==> config.mk <==
export PLATFORM = sky130hd
export DESIGN_NAME = bt_radio_seq
export DESIGN_NICKNAME = d
export VERILOG_FILES = /design/src/rtl/bt_radio_pkg.sv /design/src/rtl/bt_radio_settle_cnt.sv /design/src/rtl/bt_radio_seq.sv
export SDC_FILE = /design/constraint.sdc
export NUM_CORES = 1
export LEC_CHECK = 0
export ABC_AREA = 1
export CORE_MARGIN = 2
export CORE_UTILIZATION = 50
export CTS_CLUSTER_DIAMETER = 100
export DETAILED_ROUTE_END_ITERATION = 16
export HOLD_SLACK_MARGIN = 0.08
export PLACE_DENSITY_LB_ADDON = 0.3
export SYNTH_ARGS = -nofsm -noshare
export SYNTH_HDL_FRONTEND = slang
export SYNTH_SLANG_ARGS = --single-unit
==> constraint.sdc <==
create_clock -name clk_6M -period 3.5 [get_ports clk_6M]
set_clock_uncertainty 0.2 [all_clocks]
set_input_delay 0.35 -clock clk_6M [delete_from_list [all_inputs] [get_ports clk_6M]]
set_output_delay 0.35 -clock clk_6M [all_outputs]
set_load 0.01 [all_outputs]
==> src/rtl/bt_radio_pkg.sv <==
// Shared types and constants for the BT radio sequencer.
//   state_e : sequencer FSM states (IDLE -> LOAD -> SETTLE -> ACTIVE -> IDLE)
//   dir_e   : burst direction latched with the request
//   CHAN_W  : channel index width (freq = 2402 + k MHz)
//   MAX_CHAN: highest legal channel index
package bt_radio_pkg;

    localparam int unsigned CHAN_W   = 7;
    localparam int unsigned MAX_CHAN = 78;

    typedef enum logic [1:0] {
        IDLE   = 2'd0,
        LOAD   = 2'd1,
        SETTLE = 2'd2,
        ACTIVE = 2'd3
    } state_e;

    typedef enum logic {
        DIR_TX = 1'b0,
        DIR_RX = 1'b1
    } dir_e;

endpackage

==> src/rtl/bt_radio_settle_cnt.sv <==
// Loadable saturating down-counter with a terminal flag.
// Ports:
//   clk_i      - clock
//   rst_i      - asynchronous reset, active high (counter clears to 0)
//   load_i     - load load_val_i this cycle (has priority over en_i)
//   load_val_i - value to load
//   en_i       - count down by one; holds at 0, never wraps
//   done_o     - counter is at 0
module bt_radio_settle_cnt #(
    parameter int unsigned WIDTH = 4
) (
    input  logic             clk_i,
    input  logic             rst_i,
    input  logic             load_i,
    input  logic [WIDTH-1:0] load_val_i,
    input  logic             en_i,
    output logic             done_o
);

    logic [WIDTH-1:0] cnt_q, cnt_d;

    always_comb begin
        cnt_d = cnt_q;
        if (load_i) begin
            cnt_d = load_val_i;
        end else if (en_i && (cnt_q != '0)) begin
            cnt_d = cnt_q - WIDTH'(1);
        end
    end

    always_ff @(posedge clk_i or posedge rst_i) begin
        if (rst_i) begin
            cnt_q <= '0;
        end else begin
            cnt_q <= cnt_d;
        end
    end

    assign done_o = (cnt_q == '0);

endmodule

==> src/rtl/bt_radio_seq.sv <==
// BT radio sequencer: accepts TX/RX burst requests on a channel, pulses the frequency
// load, waits out the PLL settle time, then enables the radio TX or RX path and moves
// bits between baseband and radio. One burst in flight at a time.
// Optional feature: define BT_RX_TIMEOUT_EN to close an RX window automatically after
// RX_TIMEOUT_CYC enabled cycles (rx_timeout_p pulses); otherwise RX stays open until
// stop_req and rx_timeout_p is held at 0.
// Ports:
//   clk_6M, rst                 - 6 MHz clock, asynchronous active-high reset
//   tx_req, rx_req, stop_req    - 1-cycle request pulses; chan sampled with tx/rx_req
//   bb_txbit, radio_rxbit       - data bits from baseband / radio
//   k, rxk                      - channel to radio; rxk = k only while rxen
//   loadfreq_p                  - 1-cycle frequency load pulse
//   txen, rxen, ready, busy     - radio enables, burst active, not idle
//   txbitin, bb_rxbit           - registered data bits to radio / baseband
//   err_p, rx_timeout_p         - illegal channel reject, RX window expiry
// All outputs are registered.
module bt_radio_seq #(
    parameter int unsigned PLL_SETTLE_CYC = 600,
    parameter int unsigned RX_TIMEOUT_CYC = 1500,
    parameter int unsigned MAX_CHAN       = bt_radio_pkg::MAX_CHAN
) (
    input  logic                            clk_6M,
    input  logic                            rst,
    input  logic                            tx_req,
    input  logic                            rx_req,
    input  logic                            stop_req,
    input  logic [bt_radio_pkg::CHAN_W-1:0] chan,
    input  logic                            bb_txbit,
    input  logic                            radio_rxbit,
    output logic [bt_radio_pkg::CHAN_W-1:0] k,
    output logic [bt_radio_pkg::CHAN_W-1:0] rxk,
    output logic                            loadfreq_p,
    output logic                            txen,
    output logic                            rxen,
    output logic                            txbitin,
    output logic                            bb_rxbit,
    output logic                            busy,
    output logic                            ready,
    output logic                            err_p,
    output logic                            rx_timeout_p
);

    import bt_radio_pkg::*;

    localparam int unsigned SETTLE_W = $clog2(PLL_SETTLE_CYC + 1);

    if (PLL_SETTLE_CYC < 1 || RX_TIMEOUT_CYC < 1 || MAX_CHAN >= (1 << CHAN_W))
    begin : g_param_check
        $error("bt_radio_seq: illegal parameter combination");
    end

    state_e              state_q, state_d;
    dir_e                dir_q, dir_d;
    logic [CHAN_W-1:0]   k_q, k_d;
    logic [CHAN_W-1:0]   rxk_q, rxk_d;
    logic                loadfreq_p_q, loadfreq_p_d;
    logic                txen_q, txen_d;
    logic                rxen_q, rxen_d;
    logic                txbitin_q, txbitin_d;
    logic                bb_rxbit_q, bb_rxbit_d;
    logic                busy_q, busy_d;
    logic                ready_q, ready_d;
    logic                err_p_q, err_p_d;
    logic                rx_timeout_p_q, rx_timeout_p_d;
    logic                settle_done;
    logic                win_done;

    // Loaded during LOAD with PLL_SETTLE_CYC-1 so that done is seen on the last of
    // PLL_SETTLE_CYC SETTLE cycles and the enables rise on the following edge.
    bt_radio_settle_cnt #(
        .WIDTH (SETTLE_W)
    ) u_settle_cnt (
        .clk_i      (clk_6M),
        .rst_i      (rst),
        .load_i     (state_q == LOAD),
        .load_val_i (SETTLE_W'(PLL_SETTLE_CYC - 1)),
        .en_i       (state_q == SETTLE),
        .done_o     (settle_done)
    );

`ifdef BT_RX_TIMEOUT_EN
    localparam int unsigned WIN_W = $clog2(RX_TIMEOUT_CYC + 1);

    // Held loaded through SETTLE, counts while the RX window is open.
    bt_radio_settle_cnt #(
        .WIDTH (WIN_W)
    ) u_win_cnt (
        .clk_i      (clk_6M),
        .rst_i      (rst),
        .load_i     (state_q == SETTLE),
        .load_val_i (WIN_W'(RX_TIMEOUT_CYC - 1)),
        .en_i       ((state_q == ACTIVE) && (dir_q == DIR_RX)),
        .done_o     (win_done)
    );
`else
    assign win_done = 1'b0;
`endif

    always_comb begin
        state_d        = state_q;
        dir_d          = dir_q;
        k_d            = k_q;
        loadfreq_p_d   = 1'b0;
        err_p_d        = 1'b0;
        rx_timeout_p_d = 1'b0;

        unique case (state_q)
            IDLE: begin
                if (tx_req || rx_req) begin
                    if (chan > CHAN_W'(MAX_CHAN)) begin
                        err_p_d = 1'b1;
                    end else begin
                        state_d      = LOAD;
                        k_d          = chan;
                        // TX wins when both requests arrive together
                        dir_d        = tx_req ? DIR_TX : DIR_RX;
                        loadfreq_p_d = 1'b1;
                    end
                end
            end
            LOAD: begin
                state_d = SETTLE;
            end
            SETTLE: begin
                if (stop_req) begin
                    state_d = IDLE;
                end else if (settle_done) begin
                    state_d = ACTIVE;
                end
            end
            ACTIVE: begin
                // stop_req has priority over a same-cycle window expiry
                if (stop_req) begin
                    state_d = IDLE;
                end else if ((dir_q == DIR_RX) && win_done) begin
                    state_d        = IDLE;
                    rx_timeout_p_d = 1'b1;
                end
            end
            default: begin
                state_d = IDLE;
            end
        endcase

        // Registered outputs follow the next state so they line up with it.
        txen_d     = (state_d == ACTIVE) && (dir_d == DIR_TX);
        rxen_d     = (state_d == ACTIVE) && (dir_d == DIR_RX);
        ready_d    = txen_d | rxen_d;
        busy_d     = (state_d != IDLE);
        rxk_d      = rxen_d ? k_d : '0;
        txbitin_d  = txen_d & bb_txbit;
        bb_rxbit_d = rxen_d & radio_rxbit;
    end

    always_ff @(posedge clk_6M or posedge rst) begin
        if (rst) begin
            state_q        <= IDLE;
            dir_q          <= DIR_TX;
            k_q            <= '0;
            rxk_q          <= '0;
            loadfreq_p_q   <= 1'b0;
            txen_q         <= 1'b0;
            rxen_q         <= 1'b0;
            txbitin_q      <= 1'b0;
            bb_rxbit_q     <= 1'b0;
            busy_q         <= 1'b0;
            ready_q        <= 1'b0;
            err_p_q        <= 1'b0;
            rx_timeout_p_q <= 1'b0;
        end else begin
            state_q        <= state_d;
            dir_q          <= dir_d;
            k_q            <= k_d;
            rxk_q          <= rxk_d;
            loadfreq_p_q   <= loadfreq_p_d;
            txen_q         <= txen_d;
            rxen_q         <= rxen_d;
            txbitin_q      <= txbitin_d;
            bb_rxbit_q     <= bb_rxbit_d;
            busy_q         <= busy_d;
            ready_q        <= ready_d;
            err_p_q        <= err_p_d;
            rx_timeout_p_q <= rx_timeout_p_d;
        end
    end

    assign k            = k_q;
    assign rxk          = rxk_q;
    assign loadfreq_p   = loadfreq_p_q;
    assign txen         = txen_q;
    assign rxen         = rxen_q;
    assign txbitin      = txbitin_q;
    assign bb_rxbit     = bb_rxbit_q;
    assign busy         = busy_q;
    assign ready        = ready_q;
    assign err_p        = err_p_q;
    assign rx_timeout_p = rx_timeout_p_q;

endmodule
==> run_results.csv, run 1 <==
group,metric,value,unit
timing,finalSetupTns,0,ps
route,routed_wirelength,2928,um
yosys,ys_warn_count,0,
yosys,synth.cell_area,1642,um^2
worst_setup_path,startpoint_type,"flip-flop",
timing,timing.fmax,522.8,MHz
timing,fin_crit,1913,ps
worst_setup_path,end_kind,"flip-flop",
worst_setup_path,cp.buffers_inverters,1,
die,die_height,61.30,um
worst_setup_path,cp_slowest_cell,"dfrtp_1",
timing,rsz0062_at_grt,"no",
grt,grtUsageMet3,7.983,%
power,power.density,818.1,nW/um^2
clock_tree,htreeDepth,2,
die,io_pins,37,
clock_tree,postCtsSetupRepairBufs,0,
grt,globalRoute.totalOverflow,0,
grt,grt_max_degree,36,
yosys,yosysMostFrequentCell,"nand2_1",
yosys,synth.distinct_cells,27,
yosys,syn-num-nets,204,
clock_tree,cts_hold_buf,0,
grt,use_met1,25.82,%
placement,post-place-ws,1366,ps
yosys,yosys.area_share.simple,26.60,%
worst_setup_path,cp_data_required_time,3520,ps
clock_tree,clk_pin_slew_worst_paths,110,ps
worst_setup_path,cp_cell_sequence,"inv_1, ha_1, nand2_1, nor2_1, nand3_2, nand3_2, nand2_1, nand2_1, nand2_1",
die,core_area,3078,um^2
die,placementRows,20,
timing,setup_viol,0,
route,avgRoutedWirePerCell,10.76,um
power,vdd_drop_max,0.0004697,V
yosys,synthMuxAreaShare,0,%
yosys,synth_top_family_by_area,"simple AND/OR/NAND/NOR gates",
yosys,yosys.area.top_type_share,53.35,%
yosys,netlist_instances,188,
yosys,synth_fa_ha_area_share,1.524,%
clock_tree,cts_tree,"built",
yosys,ys_seq_area_share,53.35,%
yosys,synth_commonest_cells,"nand2_1, dfrtp_1, inv_1, nor2_1, nand3_1",
placement,hpwl,2093,um
timing,hold_violations,0,
clock_tree,numCtsBuffers,5,
grt,grt_antenna_before_repair,0,
yosys,synth_largest_area_cell,"dfrtp_1",
worst_setup_path,crit_family,"simple AND/OR/NAND/NOR gates",
worst_setup_path,cpPeakStageDelay,390,ps
route,first_pass_iters,4,
finish,drive_gt1_share,12.28,%
job,maxCapViolCount,0,
grt,grt_pass1_wl,5264,um
grt,grtUsageMet2,29.03,%
yosys,syn_avg_cell_area,8.732,um^2
route,detail-route-antenna-nets,0,
grt,grt_pass1_vias,1193,
timing,slew_violations,0,
worst_setup_path,path_common_cell,"nand2_1",
worst_setup_path,crit_fanout,14,
timing,min_period_over_period,54.65,%
placement,portBuffers,35,
run_status,outcome,"completed",
finish,areaGrowthSynthToFinish,29.42,%
grt,grt.busiest_layer,"met2",
die,die_w,61.30,um
yosys,synth-seq-cells,35,
grt,track_usage,19.35,%
route,vias,1238,
hold_path,min_path_type,"in2async",
finish,fillers,269,
finish,final_net_count,243,
route,drt_iter0_drc,46,
yosys,async_reset_ff_share,100.0,%
yosys,synth-edff-count,0,
yosys,synth-xor-area-share,2.134,%
clock_tree,cts_root_buf,"clkbuf_4",
power,power,0.001738,W
clock_tree,cts_resized,0,
yosys,ys.flop_type,"dfrtp_1",
finish,fin_util,69.02,%
clock_tree,clockBufferDepth,2,
placement,place.gp.congestion,0.8273,
worst_setup_path,arrival,1930,ps
clock_tree,clkLatencyLatePin,330,ps
clock_tree,cts.sinks,35,
route,viasPerCell,4.551,
die,initial_core_util,53.33,%
worst_setup_path,worstSetupPathType,"reg2reg",
yosys,synth_compound_area_share,6.250,%
timing,setup_ws,1587,ps
yosys,synth.area.top_cells,"dfrtp_1, nand2_1, inv_1",
die,die-area,3758,um^2
power,power_leakage,1.116,nW
route,route.detailed.drc,0,
finish,diodes,0,
layer usage:
layer	share of wire [%]	vias up
met4	0.75	0
met2	45	30
met3	5.9	4
met1	48	558
li1	-	646
met5	0	-
where the power goes:
| part | total, W | switching (W) | internal, W |
|---|---|---|---|
| sequential | 0.000623 | 0.0000864 | 0.000536 |
| clock | 0.000354 | 0.000131 | 0.000223 |
| combinational | 0.000761 | 0.000439 | 0.000322 |
final cells by class:
type                       count  area, um^2  share of cell area, %
clock buffer                   6       41.29                  1.943
clock inverter                 2       60.06                  2.827
sequential                    35       875.8                  41.22
timing repair buffer          36       357.8                  16.84
multi-input combinational    114       603.1                  28.39
inverter                      35       131.4                  6.184
tap                           44       55.05                  2.591
state kept, by name, indices dropped and copies added (netlist names):
register,count
bb_rxbit,1
rxen,1
state_q,2
busy,1
ready,1
dir_q,1
rxk,7
u_settle_cnt.cnt_q,10
txen,1
k,7
loadfreq_p,1
err_p,1
txbitin,1
worst reg2reg max path: cells and delay by family, from the launching register on:
kind / cells / cell delay, ps
adder cells (fa/ha/maj): 1 / 180
buffers and inverters: 1 / 130
flip-flops: 1 / 390
AND/OR/NAND/NOR: 7 / 910
stage by stage:
stage	std cells	hold WS, ps	instance area, um^2
floorplan	188	248.9	1642
global placement	264	261.5	2023
global route	272	243.9	2125
CTS	272	204.7	2125
detailed placement	264	288.3	2023
finish	272	196.4	2125
layout by cell type, fill, tap and decap left out, drive strengths merged:
cell            n
nand3b          1
bufinv          2
dfrtp          35
inv            34
nand2          48
o21ai          12
nand4           2
or2             2
clkbuf          6
nor2           21
a21oi           1
ha              2
xor2            4
nor3            1
clkdlybuf4s50  35
clkinv          1
nand3          19
buf             1
conb            1
logic make-up after synthesis:
| kind of cell | Yosys count |
|---|---|
| AO/OA/AOI/OAI | 13 |
| other | 1 |
| adder cells (fa/ha/maj) | 2 |
| flip-flops | 35 |
| buffers and inverters | 39 |
| XOR/XNOR | 4 |
| AND/OR/NAND/NOR | 94 |
worst paths after layout:
check / from / end / slack (ps) / cells past startpoint
max in group asynchronous: rst / rxk[4] / 2600 / 3
min in group clk_6M: u_settle_cnt.cnt_q[0] / u_settle_cnt.cnt_q[0] / 300 / 2
setup / recovery: u_settle_cnt.cnt_q[0] / u_settle_cnt.cnt_q[4] / 1590 / 9
hold / removal: rst / u_settle_cnt.cnt_q[6] / 200 / 3
setup reg to reg: u_settle_cnt.cnt_q[0] / u_settle_cnt.cnt_q[4] / 1590 / 9
hold reg to reg: u_settle_cnt.cnt_q[0] / u_settle_cnt.cnt_q[0] / 300 / 2
(Power assumes the default switching activity.)
==> run 2, diff against run 1 <==
- CORE_UTILIZATION: 50 -> 49
- clock period: 3.5 -> 2 ns (I/O delays scaled with it)
==> run 2 against run 1 <==
Against the previous run:
- core utilization is 4.4 points lower
- maximum frequency is 12% higher
- critical endpoint is now rxk[1]
- critical path type unchanged
- design area is 0.12% lower
- clock power is 35% higher
- count of clock-buffer cells in the layout stayed put
- die area is 1.9% higher
==> run_results.csv, run 2 (synthesized netlist as in run 1, its figures left out) <==
group,metric,value,unit
run_status,outcome,"completed",
route,first_pass_iters,4,
clock_tree,clkLatencyLatePin,330,ps
power,vdd_drop_max,0.0007777,V
die,die_w,61.88,um
finish,areaGrowthSynthToFinish,29.27,%
worst_setup_path,cp_slowest_cell,"dfrtp_1",
timing,setup_viol,0,
power,power.density,1378,nW/um^2
timing,hold_violations,0,
clock_tree,cts.sinks,35,
die,placementRows,21,
route,detail-route-antenna-nets,0,
worst_setup_path,path_common_cell,"nor2_1",
worst_setup_path,crit_fanout,9,
finish,layout.cells.non_filler,276,
clock_tree,cts_resized,0,
finish,largest_register_ffs,10,
finish,final_net_count,246,
grt,track_usage,18.11,%
grt,grt_pass1_wl,4892,um
die,core_area,3284,um^2
timing,min_period_over_period,85.23,%
timing,timing.fmax,586.6,MHz
route,routed_wirelength,2892,um
placement,dp_cells,268,
clock_tree,clk_pin_slew_worst_paths,90,ps
timing,slew_violations,0,
finish,final_area,2122,um^2
clock_tree,cts_tree,"built",
worst_setup_path,startpoint_type,"flip-flop",
clock_tree,clockBufferDepth,2,
route,route.detailed.drc,0,
timing,rsz0062_at_grt,"no",
die,die-area,3829,um^2
die,io_pins,37,
route,avgRoutedWirePerCell,10.48,um
die,initial_core_util,49.98,%
worst_setup_path,end_kind,"flip-flop",
grt,grt_max_degree,36,
route,wl_met1,1356,um
worst_setup_path,arrival,1770,ps
timing,setup_ws,295.3,ps
grt,globalRoute.totalOverflow,0,
placement,placed_area,2041,um^2
job,maxCapViolCount,0,
power,power_leakage,1.115,nW
worst_setup_path,worstSetupPathType,"reg2reg",
hold_path,min_path_type,"in2reg",
grt,grt_pass1_vias,1130,
clock_tree,numCtsBuffers,5,
worst_setup_path,cp_data_required_time,2060,ps
finish,final_common_cell,"nand2_1",
route,dr_wl_met3,164,um
placement,portBuffers,35,
worst_setup_path,cpPeakStageDelay,390,ps
placement,post-place-ws,-8.009,ps
route,vias,1263,
finish,diodes,0,
route,met2_length,1324,um
die,die_height,61.88,um
placement,hpwl,2149,um
route,viasPerCell,4.576,
finish,top_register,"u_settle_cnt.cnt_q",
grt,grt_antenna_before_repair,0,
clock_tree,htreeDepth,2,
worst_setup_path,cp.buffers_inverters,1,
timing,fin_crit,1705,ps
finish,drive_gt1_share,12.61,%
route,drt_iter0_drc,88,
finish,final_cell_mix,"nand2_1, dfrtp_1, clkdlybuf4s50_1, inv_1, nor2_1",
route,highest_layer,"met4",
worst_setup_path,crit_family,"simple AND/OR/NAND/NOR gates",
placement,place.gp.congestion,0.8276,
worst_setup_path,cp_cell_sequence,"inv_1, ha_1, nand2_1, nor2_1, nand3_2, a21oi_4, nand2_4, nor2_1",
clock_tree,cts_root_buf,"clkbuf_4",
finish,fillers,294,
run 2: cell types whose count changed in the layout (fill, tap and decap cells not counted), sizes merged:
cell and change:
buf +2, dlygate4sd3 +1, bufinv -1
run 2: layout make-up:
class	count	area [um^2]	share of cell area, %
Sequential cell	35	875.8	41.27
Multi-Input combinational cell	114	603.1	28.42
Timing Repair Buffer	39	382.9	18.04
Inverter	35	131.4	6.191
Tap cell	46	57.56	2.712
Clock buffer	6	41.29	1.946
Clock inverter	1	30.03	1.415
run 2: repair_timing:
action,CTS,global route
setup buffers,0,0
endpoints found under the hold margin,35,0
hold buffers,1,0
run 2: path summary, 6_finish.rpt:
check	startpoint	end	slack (ps)	cells after the start
max in group asynchronous	rst	state_q[1]	700	4
min in group asynchronous	rst	rxk[3]	610	4
worst max register to register	u_settle_cnt.cnt_q[0]	rxk[1]	300	8
worst min-delay path	radio_rxbit	bb_rxbit	180	3
worst min register to register	u_settle_cnt.cnt_q[0]	u_settle_cnt.cnt_q[0]	290	2
worst max-delay path	u_settle_cnt.cnt_q[0]	rxk[1]	300	8
run 2: worst min-delay path: cells and delay by family:
family	cells	cell delay [ps]
AND/OR/NAND/NOR	1	30
buffers and inverters	2	450
run 2: per-layer routing:
layer	track usage (%)	vias up
li1	-	658
met1	23.07	570
met2	27.37	30
met3	7.660	5
met4	7.295	0
met5	0	-
run 2: through the flow:
stage               power, W  hold slack, ps  utilization [%]  TNS [ps]
floorplan           0.002043           106.2                -         0
global placement    0.002450           261.3            62.13         0
detailed placement  0.002473           265.6            62.13    -8.009
CTS                 0.002961           167.7            64.61         0
global route        0.003211           172.4            64.61         0
finish              0.002924           183.7            64.61         0
run 2: where the power goes:
group	switching, W	internal (W)	leakage, nW	total (W)
Clock	0.000220	0.000258	0.0383	0.000478
Combinational	0.000771	0.000587	0.630	0.00136
Sequential	0.000149	0.000939	0.446	0.00109
Total	0.00114	0.00178	1.11	0.00292
